**src/rtl/alu_issue_wb_if.sv**
```systemverilog
// Request/writeback bundle between an instruction source and alu_issue_wb.
// Latency: none, wires only.
// Backpressure: requester holds req_* while req_valid && !req_ready.
interface alu_issue_wb_if #(
  parameter int RW = 2
);
  logic          req_valid;
  logic          req_ready;
  logic [2:0]    req_op;
  logic [RW-1:0] req_dst;
  logic [RW-1:0] req_src_a;
  logic [RW-1:0] req_src_b;
  logic          req_imm_en;
  logic [7:0]    req_imm;
  logic          res_valid;
  logic [7:0]    res_data;

  modport master (
    output req_valid, req_op, req_dst, req_src_a, req_src_b, req_imm_en, req_imm,
    input  req_ready, res_valid, res_data
  );

  modport slave (
    input  req_valid, req_op, req_dst, req_src_a, req_src_b, req_imm_en, req_imm,
    output req_ready, res_valid, res_data
  );
endinterface

```
**src/rtl/alu_issue_wb.sv**
```systemverilog
// Execute-stage controller: register file + one-at-a-time issue to an external registered 8-bit ALU.
// Latency: accept at edge N, ALU enabled in cycle N+1, writeback pulse in cycle N+2; one instr per 3 cycles.
// Backpressure: req_ready only in IDLE; requester holds the request otherwise. Optional debug read port: ALU_ISSUE_DBG_EN.
module alu_issue_wb #(
  parameter  int NREGS = 4,
  localparam int RW    = $clog2(NREGS)
) (
  input  logic         clk,
  input  logic         reset,
  alu_issue_wb_if.slave bus,
  output logic         alu_enable,
  output logic [2:0]   alu_op,
  output logic [7:0]   alu_a,
  output logic [7:0]   alu_b,
  input  logic [7:0]   alu_out,
  input  logic         alu_carry,
`ifdef ALU_ISSUE_DBG_EN
  input  logic [RW-1:0] dbg_addr,
  output logic [7:0]    dbg_data,
`endif
  output logic         flag_z,
  output logic         flag_c
);

  typedef enum logic [1:0] {IDLE, ISSUE, CAPTURE} state_t;

  state_t        state_q, state_d;
  logic [7:0]    regs [NREGS];
  logic [2:0]    op_q;
  logic [RW-1:0] dst_q, src_a_q, src_b_q;
  logic          imm_en_q;
  logic [7:0]    imm_q;
  logic          accept;

  // Reset is folded in so no request is accepted while reset is held.
  assign accept = (state_q == IDLE) && bus.req_valid && !reset;

  // State register.
  always_ff @(posedge clk) begin
    if (reset) state_q <= IDLE;
    else       state_q <= state_d;
  end

  // Latch the instruction fields on accept; they stay stable through ISSUE and CAPTURE.
  always_ff @(posedge clk) begin
    if (reset) begin
      op_q     <= '0;
      dst_q    <= '0;
      src_a_q  <= '0;
      src_b_q  <= '0;
      imm_en_q <= 1'b0;
      imm_q    <= '0;
    end else if (accept) begin
      op_q     <= bus.req_op;
      dst_q    <= bus.req_dst;
      src_a_q  <= bus.req_src_a;
      src_b_q  <= bus.req_src_b;
      imm_en_q <= bus.req_imm_en;
      imm_q    <= bus.req_imm;
    end
  end

  // Writeback and flag update happen only at the end of CAPTURE; reset pre-empts both.
  always_ff @(posedge clk) begin
    if (reset) begin
      for (int i = 0; i < NREGS; i++) regs[i] <= '0;
      flag_z <= 1'b0;
      flag_c <= 1'b0;
    end else if (state_q == CAPTURE) begin
      regs[dst_q] <= alu_out;
      flag_c      <= alu_carry;
      flag_z      <= (alu_out == 8'h00);
    end
  end

  // Next-state and per-state outputs; ALU operands are zeroed outside ISSUE.
  always_comb begin
    state_d       = state_q;
    bus.req_ready = 1'b0;
    bus.res_valid = 1'b0;
    bus.res_data  = 8'h00;
    alu_enable    = 1'b0;
    alu_op        = 3'd0;
    alu_a         = 8'h00;
    alu_b         = 8'h00;
    case (state_q)
      IDLE: begin
        bus.req_ready = !reset;
        if (accept) state_d = ISSUE;
      end
      ISSUE: begin
        alu_enable = 1'b1;
        alu_op     = op_q;
        alu_a      = regs[src_a_q];
        alu_b      = imm_en_q ? imm_q : regs[src_b_q];
        state_d    = CAPTURE;
      end
      CAPTURE: begin
        bus.res_valid = 1'b1;
        bus.res_data  = alu_out;
        state_d       = IDLE;
      end
      default: state_d = IDLE;
    endcase
  end

`ifdef ALU_ISSUE_DBG_EN
  // Side-band read of the register file; sees the pre-writeback value during CAPTURE.
  always_comb begin
    dbg_data = regs[dbg_addr];
  end
`endif

endmodule

```
**src/flat_wrapper.sv**
```systemverilog
// flat-port wrapper written by rule: the top's interface ports become plain ports
module alu_issue_wb_flat 
#(
  parameter  int NREGS = 4,
  localparam int RW    = $clog2(NREGS)
)
  (clk, reset, alu_enable, alu_op, alu_a, alu_b, alu_out, alu_carry, flag_z, flag_c, bus_req_valid, bus_req_op, bus_req_dst, bus_req_src_a, bus_req_src_b, bus_req_imm_en, bus_req_imm, bus_req_ready, bus_res_valid, bus_res_data);
  alu_issue_wb_if #(.RW(2)) bus_i ();
  input  logic clk;
  input  logic reset;
  output logic alu_enable;
  output logic [2:0] alu_op;
  output logic [7:0] alu_a;
  output logic [7:0] alu_b;
  input  logic [7:0] alu_out;
  input  logic alu_carry;
  output logic flag_z;
  output logic flag_c;
  input wire logic [$bits(bus_i.req_valid)-1:0] bus_req_valid;
  input wire logic [$bits(bus_i.req_op)-1:0] bus_req_op;
  input wire logic [$bits(bus_i.req_dst)-1:0] bus_req_dst;
  input wire logic [$bits(bus_i.req_src_a)-1:0] bus_req_src_a;
  input wire logic [$bits(bus_i.req_src_b)-1:0] bus_req_src_b;
  input wire logic [$bits(bus_i.req_imm_en)-1:0] bus_req_imm_en;
  input wire logic [$bits(bus_i.req_imm)-1:0] bus_req_imm;
  output wire logic [$bits(bus_i.req_ready)-1:0] bus_req_ready;
  output wire logic [$bits(bus_i.res_valid)-1:0] bus_res_valid;
  output wire logic [$bits(bus_i.res_data)-1:0] bus_res_data;
  assign bus_i.req_valid = bus_req_valid;
  assign bus_i.req_op = bus_req_op;
  assign bus_i.req_dst = bus_req_dst;
  assign bus_i.req_src_a = bus_req_src_a;
  assign bus_i.req_src_b = bus_req_src_b;
  assign bus_i.req_imm_en = bus_req_imm_en;
  assign bus_i.req_imm = bus_req_imm;
  assign bus_req_ready = bus_i.req_ready;
  assign bus_res_valid = bus_i.res_valid;
  assign bus_res_data = bus_i.res_data;
  alu_issue_wb #(.NREGS(NREGS)) u_core (.clk(clk), .reset(reset), .bus(bus_i), .alu_enable(alu_enable), .alu_op(alu_op), .alu_a(alu_a), .alu_b(alu_b), .alu_out(alu_out), .alu_carry(alu_carry), .flag_z(flag_z), .flag_c(flag_c));
endmodule
```
**config.mk**
```make
export PLATFORM = sky130hd
export DESIGN_NAME = alu_issue_wb_flat
export DESIGN_NICKNAME = d
export VERILOG_FILES = /design/src/rtl/alu_issue_wb_if.sv /design/src/rtl/alu_issue_wb.sv /design/src/flat_wrapper.sv
export SDC_FILE = /design/constraint.sdc
export NUM_CORES = 1
export LEC_CHECK = 0
export CAP_MARGIN = 20
export CORE_ASPECT_RATIO = 0.8
export CORE_UTILIZATION = 25
export CTS_BUF_LIST = sky130_fd_sc_hd__clkbuf_8
export DETAILED_ROUTE_END_ITERATION = 8
export RECOVER_POWER = 50
export SLEW_MARGIN = 20
export SYNTH_ARGS = -nofsm -noshare
export SYNTH_HDL_FRONTEND = slang
export SYNTH_SLANG_ARGS = --single-unit
export TNS_END_PERCENT = 1
```
**constraint.sdc**
```tcl
create_clock -name clk -period 1.6 [get_ports clk]
set_input_delay 0.32 -clock clk [delete_from_list [all_inputs] [get_ports clk]]
set_output_delay 0.32 -clock clk [all_outputs]
set_load 0.01 [all_outputs]
```
==> metrics.md, run 1 <==
| Metric | Value |
|---|---|
| Critical Path AT | `1.68 ns` |
| Die H | `approximately 95 um` |
| Post-CTS Setup Bufs | `0` |
| Setup-failing EPs final | `41` |
| Via-per-instance ratio | `approximately 4.3` |
| Critical path, cell by cell | `buf_12, mux4_2, mux2i_1, nor2_1, buf_2` |
| Worst Hold Margin | `0.4522 ns` |
| GP Congestion | `0.7878` |
| Syn Nets | `265` |
| Top Family by Delay on Critical Path | `multiplexers` |
| WP buf/inv | `2` |
| Core Area | `0.01041 mm2` |
| Register share of total power | `44.8%` |
| Mapped cell area | `0.002713 mm2` |
| Slew margin rel. | `49.02%` |
| Status | `finished with violations` |
| Sequential element share of the synthesized area | `a little over half` |
| Commonest non-fill, non-tap cell in the layout | `nand2_1` |
| First-pass GRT wire length | `11050 um` |
| HP Start | `u_core.op_q[0]` |
| 1st-iter DRT viols | `between 100 and 150` |
| Final Hold Fails | `0` |
| MaxCap Viol Count | `0` |
| Buffers added on ports | `61` |
| Area growth, synth to finish | `47.83%` |
| Hold Buf Count CTS | `0` |
| Leakage | `about 0.0015 uW` |
| Tmin final | `2.000 ns` |
| Placed Area | `0.003746 mm2` |
| Max frequency | `500.0 MHz` |
| Post-synth cell types | `22` |
| WL/cell | `15.12 um` |
| Pre-Repair DR Iteration Count | `4` |
| Total number of yosys warnings | `0` |
| CTS tree | `built` |
| IR drop worst, VDD | `0.3592 mV` |
| Clock Tree Buf Depth | `2` |
| Part of the cycle the worst path needs | `125.0%` |
| Final #Nets | `357` |
| ANT cells | `0` |
| Startpoint Class | `register` |
| Clock power share | `43.0%` |
| Internal power | `about 2900 uW` |
| HPWL after DPL | `approximately 5300 um` |
| CTS root buf | `clkbuf_8` |
| GR Overflow Total | `0` |
| Total GRT Usage | `around an eighth` |
| Final wirelength | `7135 um` |
| Antenna violations before repair | `0` |
| Post-route DRC | `0` |
| Sw Pwr | `816.5 uW` |
| Syn Area/Cell | `11.54 um2` |
| CP Capture Type | `output pin` |
| Critical Path Fanout Max | `8` |
| Cell Pwr Density | `approximately 930 mW/mm2` |
| Total power | `~3700 uW` |
| Max Slew Vio Count | `0` |
| Site row count | `33` |
| CTS H-tree depth | `3` |
| RSZ-0062 raised after global routing | `true` |
| Post-route ant nets | `0` |
| Fin area | `0.004010 mm2` |
| Synth Instances | `235` |
| Worst slew pin tran | `0.7647 ns` |
| Worst EP required | `1.28 ns` |
| Vias in the first global route | `approximately 2100` |
| Vias | `2027` |
| Register bit total from synthesis | `58` |
| Total CTS buffers | `9` |
| Clock latency on the worst-skew pair | `around 0.34 ns` |
| Share of layout cells above drive strength 1 | `35.84%` |
| CP peak stage delay | `0.53 ns` |
| Num Clock Sinks | `58` |
| Clk slew on worst S/H paths | `0.07 ns` |
| Final worst setup slack | `-0.4001 ns` |
| Die Span X | `about 120 um` |
| Die ar. | `0.01127 mm2` |
| Worst Hold Class | `register to register` |
| CP max stage cell | `mux4_2` |
| Net switching fraction of the power | `21.94%` |
| Failing checks | `negative setup slack` |
| Pre-CTS WS | `-0.4286 ns` |
| Non-filler cells in the finished layout | `472` |
| Clk_skew | `roughly 0.0082 ns` |
| Placed cell count | `456` |
| Ports | `62` |
| Starting Density | `26.07%` |
| Most frequent cells in the layout | `40 x nand2_1, 34 x and2_1, 32 x edfxtp_1` |
| Combinational share of power | `approximately an eighth` |
| Crit Path Category | `register to output pin` |
| Worst r2r src | `u_core.state_q[1]` |
| Pin count of the biggest net entering global routing | `20` |
==> final cells by class <==
type                    count  area [um2]
fillers                  1022        6395
flip-flops and latches     58        1485
multi-input cells         160        1234
repair buffers             95       869.6
well taps                 140       175.2
clock buffers               9       123.9
clock inverters             7       108.9
inverters                   3       13.76
==> logic make-up after synthesis <==
| kind of cell | after synthesis | share of synthesized area [%] |
|---|---|---|
| flip-flops | 58 | 54.61 |
| AND/OR/NAND/NOR | 115 | 22.28 |
| AO/OA/AOI/OAI | 21 | 4.013 |
| multiplexers | 24 | 16.24 |
| buffers and inverters | 17 | 2.860 |
==> sequential cells by signal, indices dropped and copies added, names as in the netlist, named ones only <==
signal and flops:
u_core.dst_q 2, u_core.src_a_q 2, u_core.src_b_q 2, u_core.op_q 3, u_core.flag_z 1, u_core.imm_q 8, u_core.state_q 2, u_core.flag_c 1
u_core.imm_en_q 1, u_core.regs 32
==> through the flow <==
| step | TNS, ns | util [%] |
|---|---|---|
| 3_3_place_gp | -29.45 | 36.00 |
| 3_5_place_dp | -29.76 | 36.00 |
| 5_1_grt | -13.76 | 38.54 |
| 2_1_floorplan | 0 | - |
| 6_report | -6.597 | 38.54 |
| 4_1_cts | -6.509 | 38.38 |
==> worst reg2reg max path: stages (launching register included) <==
cell     delay (ns)
dfxtp_2        0.34
buf_4          0.13
or4b_1         0.55
inv_2          0.28
nand2_1        0.11
a21oi_1        0.17
==> layer usage <==
metal | global-route usage [%] | up-vias | wire, um
li1 | - | 1011 | -
met1 | 17.02 | 956 | 3259
met2 | 21.23 | 58 | 3369
met3 | 5.144 | 2 | 480
met4 | 2.848 | 0 | 27
met5 | 0 | - | 0
==> synth_stat cells (all sizes together) <==
master,instances,area share (%)
dfxtp,26,19
nor4b,1,0.55
mux4,16,13
and2,51,12
nor4,4,0.92
edfxtp,32,35
clkbuf,8,1.1
nand2,40,5.5
nor2,10,1.4
a21oi,20,3.7
nand2b,3,0.69
or4b,1,0.37
a31o,1,0.32
or2,3,0.69
nand3,1,0.18
buf,6,1.2
mux2i,8,3.0
inv,3,0.51
nor3,1,0.18
==> power groups by stage <==
stage	logic (uW)	clock network, uW	registers (uW)
floorplan	202	0	1680
global placement	446	0	1690
detailed placement	451	0	1700
CTS	460	1640	1670
global route	493	1700	1670
finish	454	1600	1670
==> worst paths after layout <==
path                                        to  cells past startpoint  slack (ns)
worst max-delay path                  alu_b[6]                      5       -0.40
worst min-delay path            u_core.op_q[0]                      2        0.45
worst max register to register        register                      5       -0.07
worst min register to register  u_core.op_q[0]                      2        0.45
==> repair_timing <==
item                                   CTS  global route
pin swaps                               12             1
endpoints found under the hold margin    0             0
setup endpoints to repair               40            83
resized for setup                      145            10
Note: power is estimated with default switching activity, not from simulation.
==> inputs of run 2 (changes only) <==
- SLEW_MARGIN: 20 -> default
==> results of run 2 <==
No change in the layout: final DEF, timing and power equal those of run 1.
